## config.mk

```make
export PLATFORM = sky130hd
export DESIGN_NAME = as_dmem_arb
export DESIGN_NICKNAME = d
export VERILOG_FILES = /design/src/rtl/as_pack.sv /design/src/rtl/as_dmem_align.sv /design/src/rtl/as_dmem_arb.sv
export SDC_FILE = /design/constraint.sdc
export NUM_CORES = 1
export LEC_CHECK = 0
export BUFFER_PORTS_ARGS = -buffer_cell sky130_fd_sc_hd__buf_2
export CAP_MARGIN = 20
export CORE_AREA = 5 5 168 170
export CTS_CLUSTER_SIZE = 16
export DETAILED_ROUTE_END_ITERATION = 6
export DIE_AREA = 0 0 173 175
export GPL_TIMING_DRIVEN = 0
export MAX_ROUTING_LAYER = met4
export PLACE_DENSITY = 0.48
export SYNTH_ARGS = -nofsm -noshare
export SYNTH_HDL_FRONTEND = slang
export SYNTH_HIERARCHICAL = 1
export SYNTH_SLANG_ARGS = --single-unit
```

## constraint.sdc

```tcl
create_clock -name clk_i -period 3.45 [get_ports clk_i]
set_clock_uncertainty 0.15 [all_clocks]
set_input_delay 0.5175 -clock clk_i [delete_from_list [all_inputs] [get_ports clk_i]]
set_output_delay 0.5175 -clock clk_i [all_outputs]
set_load 0.1 [all_outputs]
```

## src/rtl/as_pack.sv

```systemverilog
// Shared types for the as_dmem data-memory path: access sizes, response kinds
// and the sub-word helpers used by lane steering and misalignment checks.
package as_pack;

  typedef enum logic [1:0] {MEM_B, MEM_H, MEM_W, MEM_D} mem_size_t;
  typedef enum logic [1:0] {RESP_NONE, RESP_CORE_LD, RESP_DBG_LD, RESP_CORE_ERR} dmem_resp_t;

  localparam int dmem_data_width = 64;

  function automatic logic [7:0] size_mask(input mem_size_t sz);
    logic [7:0] m;
    case (sz)
      MEM_B:   m = 8'h01;
      MEM_H:   m = 8'h03;
      MEM_W:   m = 8'h0F;
      MEM_D:   m = 8'hFF;
      default: m = 8'hFF;
    endcase
    return m;
  endfunction

  function automatic logic is_misaligned(input mem_size_t sz, input logic [2:0] off);
    logic mis;
    case (sz)
      MEM_B:   mis = 1'b0;
      MEM_H:   mis = off[0];
      MEM_W:   mis = |off[1:0];
      MEM_D:   mis = |off[2:0];
      default: mis = 1'b0;
    endcase
    return mis;
  endfunction

endpackage

```

## src/rtl/as_dmem_align.sv

```systemverilog
// Combinational sub-word handling: store byte-lane steering and enables,
// misalignment detection, and load extraction with sign/zero extension.
module as_dmem_align
  import as_pack::*;
(
  input  logic [2:0]                 st_off_i,
  input  mem_size_t                  st_size_i,
  input  logic [dmem_data_width-1:0] st_wdata_i,
  output logic [7:0]                 st_be_o,
  output logic [dmem_data_width-1:0] st_wdata_o,
  output logic                       st_misalign_o,
  input  logic [2:0]                 ld_off_i,
  input  mem_size_t                  ld_size_i,
  input  logic                       ld_unsigned_i,
  input  logic [dmem_data_width-1:0] ld_rdata_i,
  output logic [dmem_data_width-1:0] ld_data_o
);

  logic [dmem_data_width-1:0] shifted;

  // Store steering and load extraction; byte offset selects the lane.
  always_comb begin
    st_be_o       = size_mask(st_size_i) << st_off_i;
    st_wdata_o    = st_wdata_i << {st_off_i, 3'b000};
    st_misalign_o = is_misaligned(st_size_i, st_off_i);
    shifted       = ld_rdata_i >> {ld_off_i, 3'b000};
    case (ld_size_i)
      MEM_B:   ld_data_o = ld_unsigned_i ? {56'd0, shifted[7:0]}
                                         : {{56{shifted[7]}}, shifted[7:0]};
      MEM_H:   ld_data_o = ld_unsigned_i ? {48'd0, shifted[15:0]}
                                         : {{48{shifted[15]}}, shifted[15:0]};
      MEM_W:   ld_data_o = ld_unsigned_i ? {32'd0, shifted[31:0]}
                                         : {{32{shifted[31]}}, shifted[31:0]};
      MEM_D:   ld_data_o = shifted;
      default: ld_data_o = shifted;
    endcase
  end

endmodule

```

## src/rtl/as_dmem_arb.sv

```systemverilog
// Round-robin arbiter sharing one synchronous 64-bit data RAM between the core
// load/store port and the debug port, with a one-cycle response pipeline.
module as_dmem_arb
  import as_pack::*;
#(
  parameter int DADDR_W = 12
) (
  input  logic               clk_i,
  input  logic               rst_i,
  input  logic               core_req_i,
  input  logic               core_we_i,
  input  logic [DADDR_W-1:0] core_addr_i,
  input  logic [1:0]         core_size_i,
  input  logic               core_unsigned_i,
  input  logic [63:0]        core_wdata_i,
  output logic               core_gnt_o,
  output logic               core_rvalid_o,
  output logic [63:0]        core_rdata_o,
  output logic               core_err_o,
  input  logic               dbg_req_i,
  input  logic               dbg_we_i,
  input  logic [DADDR_W-1:0] dbg_addr_i,
  input  logic [63:0]        dbg_wdata_i,
  output logic               dbg_gnt_o,
  output logic               dbg_rvalid_o,
  output logic [63:0]        dbg_rdata_o,
  output logic               mem_en_o,
  output logic [7:0]         mem_be_o,
  output logic [DADDR_W-4:0] mem_addr_o,
  output logic [63:0]        mem_wdata_o,
  input  logic [63:0]        mem_rdata_i
);

  logic       last_q, last_d;
  dmem_resp_t resp_q, resp_d;
  logic       err_q, err_d;
  logic [2:0] ld_off_q, ld_off_d;
  mem_size_t  ld_size_q, ld_size_d;
  logic       ld_uns_q, ld_uns_d;

  logic        core_mis, core_ok, dbg_ok, core_win, dbg_win, core_mis_gnt;
  logic [7:0]  st_be;
  logic [63:0] st_wdata, ld_data;
  logic        dbg_addr_unused;

  assign dbg_addr_unused = ^dbg_addr_i[2:0];

  as_dmem_align u_align (
    .st_off_i      (core_addr_i[2:0]),
    .st_size_i     (mem_size_t'(core_size_i)),
    .st_wdata_i    (core_wdata_i),
    .st_be_o       (st_be),
    .st_wdata_o    (st_wdata),
    .st_misalign_o (core_mis),
    .ld_off_i      (ld_off_q),
    .ld_size_i     (ld_size_q),
    .ld_unsigned_i (ld_uns_q),
    .ld_rdata_i    (mem_rdata_i),
    .ld_data_o     (ld_data)
  );

  // Arbitration, RAM port muxing and next-state for the response pipeline.
  // A misaligned core access never claims the RAM, so debug may use it alongside.
  always_comb begin
    core_ok      = core_req_i & ~core_mis & ~rst_i;
    dbg_ok       = dbg_req_i & ~rst_i;
    core_win     = core_ok & (~dbg_ok | last_q);
    dbg_win      = dbg_ok & (~core_ok | ~last_q);
    core_mis_gnt = core_req_i & core_mis & ~rst_i;

    core_gnt_o  = core_win | core_mis_gnt;
    dbg_gnt_o   = dbg_win;
    mem_en_o    = core_win | dbg_win;
    mem_be_o    = 8'h00;
    mem_addr_o  = {(DADDR_W-3){1'b0}};
    mem_wdata_o = 64'd0;
    last_d      = last_q;
    resp_d      = RESP_NONE;
    err_d       = core_mis_gnt;
    ld_off_d    = ld_off_q;
    ld_size_d   = ld_size_q;
    ld_uns_d    = ld_uns_q;

    if (core_win) begin
      last_d     = 1'b0;
      mem_addr_o = core_addr_i[DADDR_W-1:3];
      if (core_we_i) begin
        mem_be_o    = st_be;
        mem_wdata_o = st_wdata;
      end else begin
        resp_d    = RESP_CORE_LD;
        ld_off_d  = core_addr_i[2:0];
        ld_size_d = mem_size_t'(core_size_i);
        ld_uns_d  = core_unsigned_i;
      end
    end else if (dbg_win) begin
      last_d     = 1'b1;
      mem_addr_o = dbg_addr_i[DADDR_W-1:3];
      if (dbg_we_i) begin
        mem_be_o    = 8'hFF;
        mem_wdata_o = dbg_wdata_i;
      end else begin
        resp_d = RESP_DBG_LD;
      end
    end else begin
      last_d = last_q;
    end
  end

  // State and response registers; reset drops any in-flight response.
  always_ff @(posedge clk_i or posedge rst_i) begin
    if (rst_i) begin
      last_q    <= 1'b1;
      resp_q    <= RESP_NONE;
      err_q     <= 1'b0;
      ld_off_q  <= 3'd0;
      ld_size_q <= MEM_B;
      ld_uns_q  <= 1'b0;
    end else begin
      last_q    <= last_d;
      resp_q    <= resp_d;
      err_q     <= err_d;
      ld_off_q  <= ld_off_d;
      ld_size_q <= ld_size_d;
      ld_uns_q  <= ld_uns_d;
    end
  end

  // Response outputs; data is forced to zero outside its valid cycle.
  always_comb begin
    core_rvalid_o = (resp_q == RESP_CORE_LD);
    dbg_rvalid_o  = (resp_q == RESP_DBG_LD);
    core_err_o    = err_q;
    core_rdata_o  = core_rvalid_o ? ld_data : 64'd0;
    dbg_rdata_o   = dbg_rvalid_o ? mem_rdata_i : 64'd0;
  end

endmodule

```

==> qor.txt, run 1 <==
Status: completed
CP bufs+invs: 5
DR iter-0 viols: 625
Synth Cell Area: 6210 um^2
Commonest non-fill, non-tap cell in the layout: buf_2
Crit path arrival time: 2.72 ns
Hold-fix buffers, CTS: 0
MaxCap Viol Count: 0
Final setup viols: 0
Setup ws final: 0.0634 ns
Most frequent cells in the layout: 373 x buf_2, 148 x and2_1, 69 x mux2i_1, 60 x buf_12, 59 x a22o_2
CORE AREA: 26,600 um^2
Die area: 30,300 um^2
Final period util: 0.982
Slowest cell on the critical path: mux2i_1
First-pass GRT wire length: 56,900 um
GR peak layer: met2
Worst hold-check path type: input pin to asynchronous set/reset pin
Vias in the first global route: 8,793
Synth Instances: 794
Core Rows: 60
Pre-CTS WS: -1.56 ns
Cells after DPL: 1,571
Leak Pwr: 5.18 nW
Routed length per instance: 24.9 um
CP Cell Sequence: buf_4 > buf_12 > buf_4 > buf_4 > mux2i_1 > nor2_1 > a21oi_1 > o21ai_0 > a22o_2 > buf_8
GRT Total Usage: 0.251
Dominant cell type by area after synthesis: mux4_2
Worst setup EP type: output port
H-tree depth: 1
Die Wd: 173 um
Largest net degree at the start of global routing: 11
Synth Area in Compound Gates: 0.237
Vias: 8,515
Post-synth ARST share: 1.00
GRT overflow: 0
Area of the multi-input gates: 5640 um^2
Register clock-pin slew on the reported worst setup and hold paths: 0.04 ns
Via-per-instance ratio: 5.35
Net Count, Synth: 1,019
Buffers added on ports: 436
Synth top area share: 0.156
Grt met2 use: 0.457
Pwr per Cell Area: 353 nW/um^2
Die Y-Extent: 175 um
Crit-path max FO: 10
Synth top area cells: mux4_2 16%, and2_1 15%, mux2i_1 11%
Initial Util: 0.234
Router iterations before antenna repair: 5
Clock Tree Buf Depth: 2
Register area share after synthesis: 0.0405
Slew Limit Headroom: 0.460
# clock sinks: 10
Synth Area in Adders: 0
Grt met3 use: 0.0433
Fin crit period: 3.39 ns
Req. time, crit path: 2.78 ns
Yosys warning total: 6
Main combinational cell family by area after synthesis: multiplexers
Netlist cell types: 44
Final Max Tran Viols: 0
Worst path max stage delay: 0.34 ns
Root Driver: clkbuf_16
Post-Layout Cell Count: 1,592
Mean Syn Cell Area: 7.83 um^2
CP most frequent cell: buf_4
Initial antenna violation count: 4
Max IR drop VDD: 0.128 mV
CTS tree: built
Least-Margin Pin Slew: 0.808 ns
Register area: 251 um^2
DRT Wirelength: 39,700 um
Top_reg_cell synth: dfrtp_1
Layout cells sized above 1: 0.561
Drt drc: 0
Critical path class: input pin to output port
Post-synth EDFFs: 0
Placed wire-length estimate: 32,000 um
WHS: 0.169 ns
Area Overhead vs Synth: 69.3%
Clk Latency, worst-skew pair: 0.24 ns
I/O pin count: 440
Flops & latches, synth: 10
Max Fclk: 0.295 GHz
Fillers: 2,811
Final Hold Fails: 0
Startpoint Class: input pin
Final ANT Viol Nets: 0
Xor/xnor cell area share of the yosys netlist: 0
Mux share of post-synthesis cell area: 0.341
Met1 usage: 0.288
Num CTS Buffers: 3
Placer Congestion: 0.938
Simple-Gate Fraction of Synth Area: 0.284
Family with the most delay on the worst path: buffers and inverters
# nets final: 1,473
through the flow:
| step | total power [mW] | cell area (um^2) | TNS, ns | utilization |
|---|---|---|---|---|
| floorplan | 2.45 | 6320 | -0.595 | - |
| detailed placement | 3.26 | 8930 | -108.87 | 0.336 |
| global placement | 3.26 | 8930 | -105.75 | 0.336 |
| finish | 3.71 | 10500 | 0 | 0.396 |
| global route | 3.90 | 10500 | -0.0475 | 0.396 |
| CTS | 3.66 | 10200 | 0 | 0.385 |
Yosys cell counts, types with 2 or more instances:
library cell,count
nor2_1,51
o211ai_1,4
and2_1,148
or2_2,3
buf_4,12
o2111ai_1,16
nor3_1,2
nand2b_1,6
nand4_1,26
nor3b_1,2
a211oi_1,2
a22oi_1,7
a22o_1,73
nand2_1,58
a21oi_1,32
buf_6,17
nand3_1,11
nor2b_1,11
mux2_2,41
o21ai_1,2
mux2i_1,69
a21o_1,8
mux4_2,43
dfrtp_1,9
o22ai_1,18
o21ai_0,27
o2bb2ai_1,8
inv_1,12
buf_2,27
clkbuf_1,32
buf_1,4
flip-flops by register name, summed over array words and instances (netlist names):
signal      count
core_err_o      1
ld_off_q        3
last_q          1
ld_uns_q        1
resp_q          2
ld_size_q       2
layout make-up:
class | instances | share of cell area
Timing Repair Buffer | 450 | 0.323
Inverter | 13 | 0.00464
Clock buffer | 4 | 0.00845
Multi-Input combinational cell | 678 | 0.536
Buffer | 92 | 0.0624
Antenna cell | 4 | 0.000952
Sequential cell | 10 | 0.0239
Tap cell | 341 | 0.0406
report_power, final:
group          total, mW  switching (mW)  internal (mW)
clock              0.233          0.0586          0.175
combinational       3.28            2.05           1.23
sequential         0.200          0.0504          0.150
worst reg2reg max path, stage by stage, from the launching register on:
cell,delay [ns]
dfstp_2,0.58
nor2b_1,0.15
nor3_4,0.34
mux2_2,0.39
final timing paths:
| check | start | to | slack [ns] | depth (start not counted) |
|---|---|---|---|---|
| hold reg to reg | last_q | last_q | 0.38 | 2 |
| hold / removal | rst_i | core_err_o | 0.17 | 2 |
| setup / recovery | core_addr_i[0] | mem_wdata_o[49] | 0.06 | 10 |
| min in group clk_i | rst_i | core_err_o | 0.36 | 2 |
| setup reg to reg | last_q | ld_uns_q | 1.73 | 3 |
| max in group asynchronous | rst_i | last_q | 2.65 | 2 |
timing repair:
action / CTS / global route
gates resized for setup: 301 / 56
pin swaps: 3 / 2
buffers inserted: 8 / 0
endpoints found under the setup margin: 83 / 83
gates cloned: 4 / 3
kinds of logic (layout without fill, tap and decap cells):
family                 Yosys count  in the layout
AND/OR/NAND/NOR                324            324
AO/OA/AOI/OAI                  201            201
multiplexers                   153            153
buffers and inverters          106            559
flip-flops                      10             10
other                            0              4
per-layer routing:
metal	routed length (um)	vias up
met5	0	-
met4	895	0
met3	2990	50
met2	20600	479
met1	15200	4116
li1	-	3870
(Power assumes the default switching activity.)
==> run 2: changes to the inputs <==
Settings changed: CELL_PAD_IN_SITES_DETAIL_PLACEMENT from default to 0, CELL_PAD_IN_SITES_GLOBAL_PLACEMENT from default to 1, CORE_AREA 5 5 168 170 to default, CORE_ASPECT_RATIO from default to 0.5, CORE_MARGIN from default to 5, CORE_UTILIZATION from default to 29, DIE_AREA 0 0 173 175 to default, PLACE_DENSITY 0.48 to 0.81.
==> run 2 against run 1 <==
Setup slack got worse by 0.012 ns. Via count grew 3.4%. Routed wire length increased by 1.7%. Maximum frequency fell by 0.34%. Clock-buffer cell count did not move. Critical path depth up 2. Die area shrank 19%. Power down 2.7%.
==> qor.txt, run 2 (synthesis results as in run 1) <==
Initial antenna violation count: 5 (was 4)
Max Fclk: 0.294 GHz (was 0.295 GHz)
Clock Tree Buf Depth: 2 (unchanged)
Least-Margin Pin Slew: 0.751 ns (was 0.808 ns)
Req. time, crit path: 2.78 ns (about the same)
DR iter-0 viols: 1,015 (was 625)
Register area: 251 um^2 (unchanged)
Area Overhead vs Synth: 59.2% (was 69.3%)
I/O pin count: 440 (unchanged)
Placed wire-length estimate: 33,700 um (was 32,000 um)
Max IR drop VDD: 0.166 mV (was 0.128 mV)
MaxCap Viol Count: 0 (unchanged)
Largest regs: ld_off_q x3, ld_size_q x2, resp_q x2 (unchanged)
RR Startpoint: last_q (unchanged)
Die Wd: 217 um (was 173 um)
First-pass GRT wire length: 57,200 um (was 56,900 um)
Startpoint Class: input pin (unchanged)
Fin crit period: 3.40 ns (was 3.39 ns)
Routed length per instance: 26.6 um (was 24.9 um)
Clk Latency, worst-skew pair: 0.23 ns (was 0.24 ns)
Placer Congestion: 0.995 (was 0.938)
Buffers added on ports: 436 (unchanged)
Core Rows: 37 (was 60)
Final Hold Fails: 0 (unchanged)
Pwr per Cell Area: 365 nW/um^2 (was 353 nW/um^2)
Crit-path max FO: 10 (unchanged)
Core Util, Final: 0.476 (was 0.396)
CTS tree: built (unchanged)
R2R setup slack: 1.76 ns (was 1.73 ns)
Die area: 24,600 um^2 (was 30,300 um^2)
DRT Wirelength: 40,300 um (was 39,700 um)
Router iterations before antenna repair: 5 (unchanged)
Worst setup EP type: output port (unchanged)
Crit path arrival time: 2.73 ns (was 2.72 ns)
Worst setup path endpoint: mem_wdata_o[54] (was mem_wdata_o[49])
Final setup viols: 0 (unchanged)
Setup crit start: core_addr_i[0] (unchanged)
Vias in the first global route: 8,869 (was 8,793)
Num CTS Buffers: 3 (unchanged)
Hold-fix buffers, CTS: 0 (unchanged)
Fillers: 2,082 (was 2,811)
Largest net degree at the start of global routing: 20 (was 11)
Via-per-instance ratio: 5.80 (was 5.35)
Status: completed (unchanged)
GRT Total Usage: 0.309 (was 0.251)
Final period util: 0.985 (was 0.982)
Root Driver: clkbuf_16 (unchanged)
PnR Total Power: 3.61 mW (was 3.71 mW)
Final ANT Viol Nets: 0 (unchanged)
# clock sinks: 10 (unchanged)
Final Max Tran Viols: 0 (unchanged)
CORE AREA: 20,800 um^2 (was 26,600 um^2)
Drt drc: 0 (unchanged)
Worst Reg-to-Reg Cells: 3 (unchanged)
Area of the multi-input gates: 5500 um^2 (was 5640 um^2)
RSZ-0062 raised after global routing: yes
Initial Util: 0.299 (was 0.234)
Worst hold-check path type: input pin to asynchronous set/reset pin (unchanged)
Max FFs per register: 3 (unchanged)
Layout cells sized above 1: 0.556 (was 0.561)
Vias: 8,802 (was 8,515)
Worst R2R End: ld_off_q[0] (was ld_uns_q)
Commonest non-fill, non-tap cell in the layout: buf_2 (unchanged)
Slew Limit Headroom: 0.495 (was 0.460)
Register clock-pin slew on the reported worst setup and hold paths: 0.04 ns (about the same)
GRT overflow: 0 (unchanged)
Die Y-Extent: 114 um (was 175 um)
Critical path class: input pin to output port (unchanged)
# nets final: 1,465 (was 1,473)
Reg with most FFs: ld_off_q (unchanged)
Most frequent cells in the layout: 386 x buf_2, 148 x and2_1, 70 x a22o_2, 69 x mux2i_1, 58 x nand2_1 (was 373 x buf_2, 148 x and2_1, 69 x mux2i_1, 60 x buf_12, 59 x a22o_2)
H-tree depth: 1 (unchanged)
Leak Pwr: 5.00 nW (was 5.18 nW)
-- run 2: critical path, stage by stage --
cell,delay [ns]
buf_2,0.15
buf_12,0.15
clkbuf_8,0.16
o21ai_0,0.10
o21ai_2,0.11
or3b_1,0.36
buf_4,0.18
nor3b_4,0.25
buf_6,0.19
buf_6,0.16
a22o_2,0.18
buf_8,0.20
-- run 2: layout make-up --
| cell class | count | area share |
|---|---|---|
| Antenna cell | 5 | 0.00126 |
| Buffer | 90 | 0.0606 |
| Clock buffer | 4 | 0.00898 |
| Inverter | 13 | 0.00493 |
| Multi-Input combinational cell | 678 | 0.556 |
| Sequential cell | 10 | 0.0254 |
| Tap cell | 273 | 0.0345 |
| Timing Repair Buffer | 444 | 0.309 |
-- run 2: worst min-delay path by stage --
stage	start	end	slack, ns	cells past startpoint
after floorplan	rst_i	core_err_o	0.21	1
after global placement	last_q	last_q	0.35	2
after detailed placement	last_q	last_q	0.37	2
after CTS	rst_i	ld_size_q[1]	0.17	2
after global routing	rst_i	ld_uns_q	0.21	2
final	rst_i	ld_size_q[1]	0.17	2
-- run 2: stage by stage --
stage                     cells  TNS, ns  instance area [um^2]  hold WS, ns  setup slack, ns
after floorplan             794   -0.595                  6320        0.207           -0.309
after global placement     1503   -88.71                  8850        0.345            -1.31
after detailed placement   1503   -89.85                  8850        0.369            -1.30
after CTS                  1506        0                  9560        0.170          0.00374
after global routing       1517  -0.0738                  9900        0.212          -0.0305
final                      1517        0                  9900        0.172           0.0518
-- run 2: what timing repair did --
item | CTS | global route
cloned | 1 | 0
gates resized for setup | 191 | 69
pin swaps | 2 | 1
endpoints found under the hold margin | 0 | 0
setup endpoints to repair | 83 | 81
buffers inserted | 1 | 6
-- run 2: metal layers --
metal  vias up  track usage  routed length, um
li1       3869            -                  -
met1      4316        0.400              16800
met2       555        0.522              19600
met3        62       0.0446               3150
met4         0       0.0639                808
met5         -            -                  0
-- run 2: report_power, final --
| part | internal [mW] | total [mW] | switching (mW) | leakage (nW) |
|---|---|---|---|---|
| clock | 0.174 | 0.227 | 0.0529 | 0.0442 |
| combinational | 1.18 | 3.18 | 2.00 | 4.83 |
| sequential | 0.150 | 0.206 | 0.0561 | 0.124 |
| total | 1.50 | 3.61 | 2.11 | 5.00 |
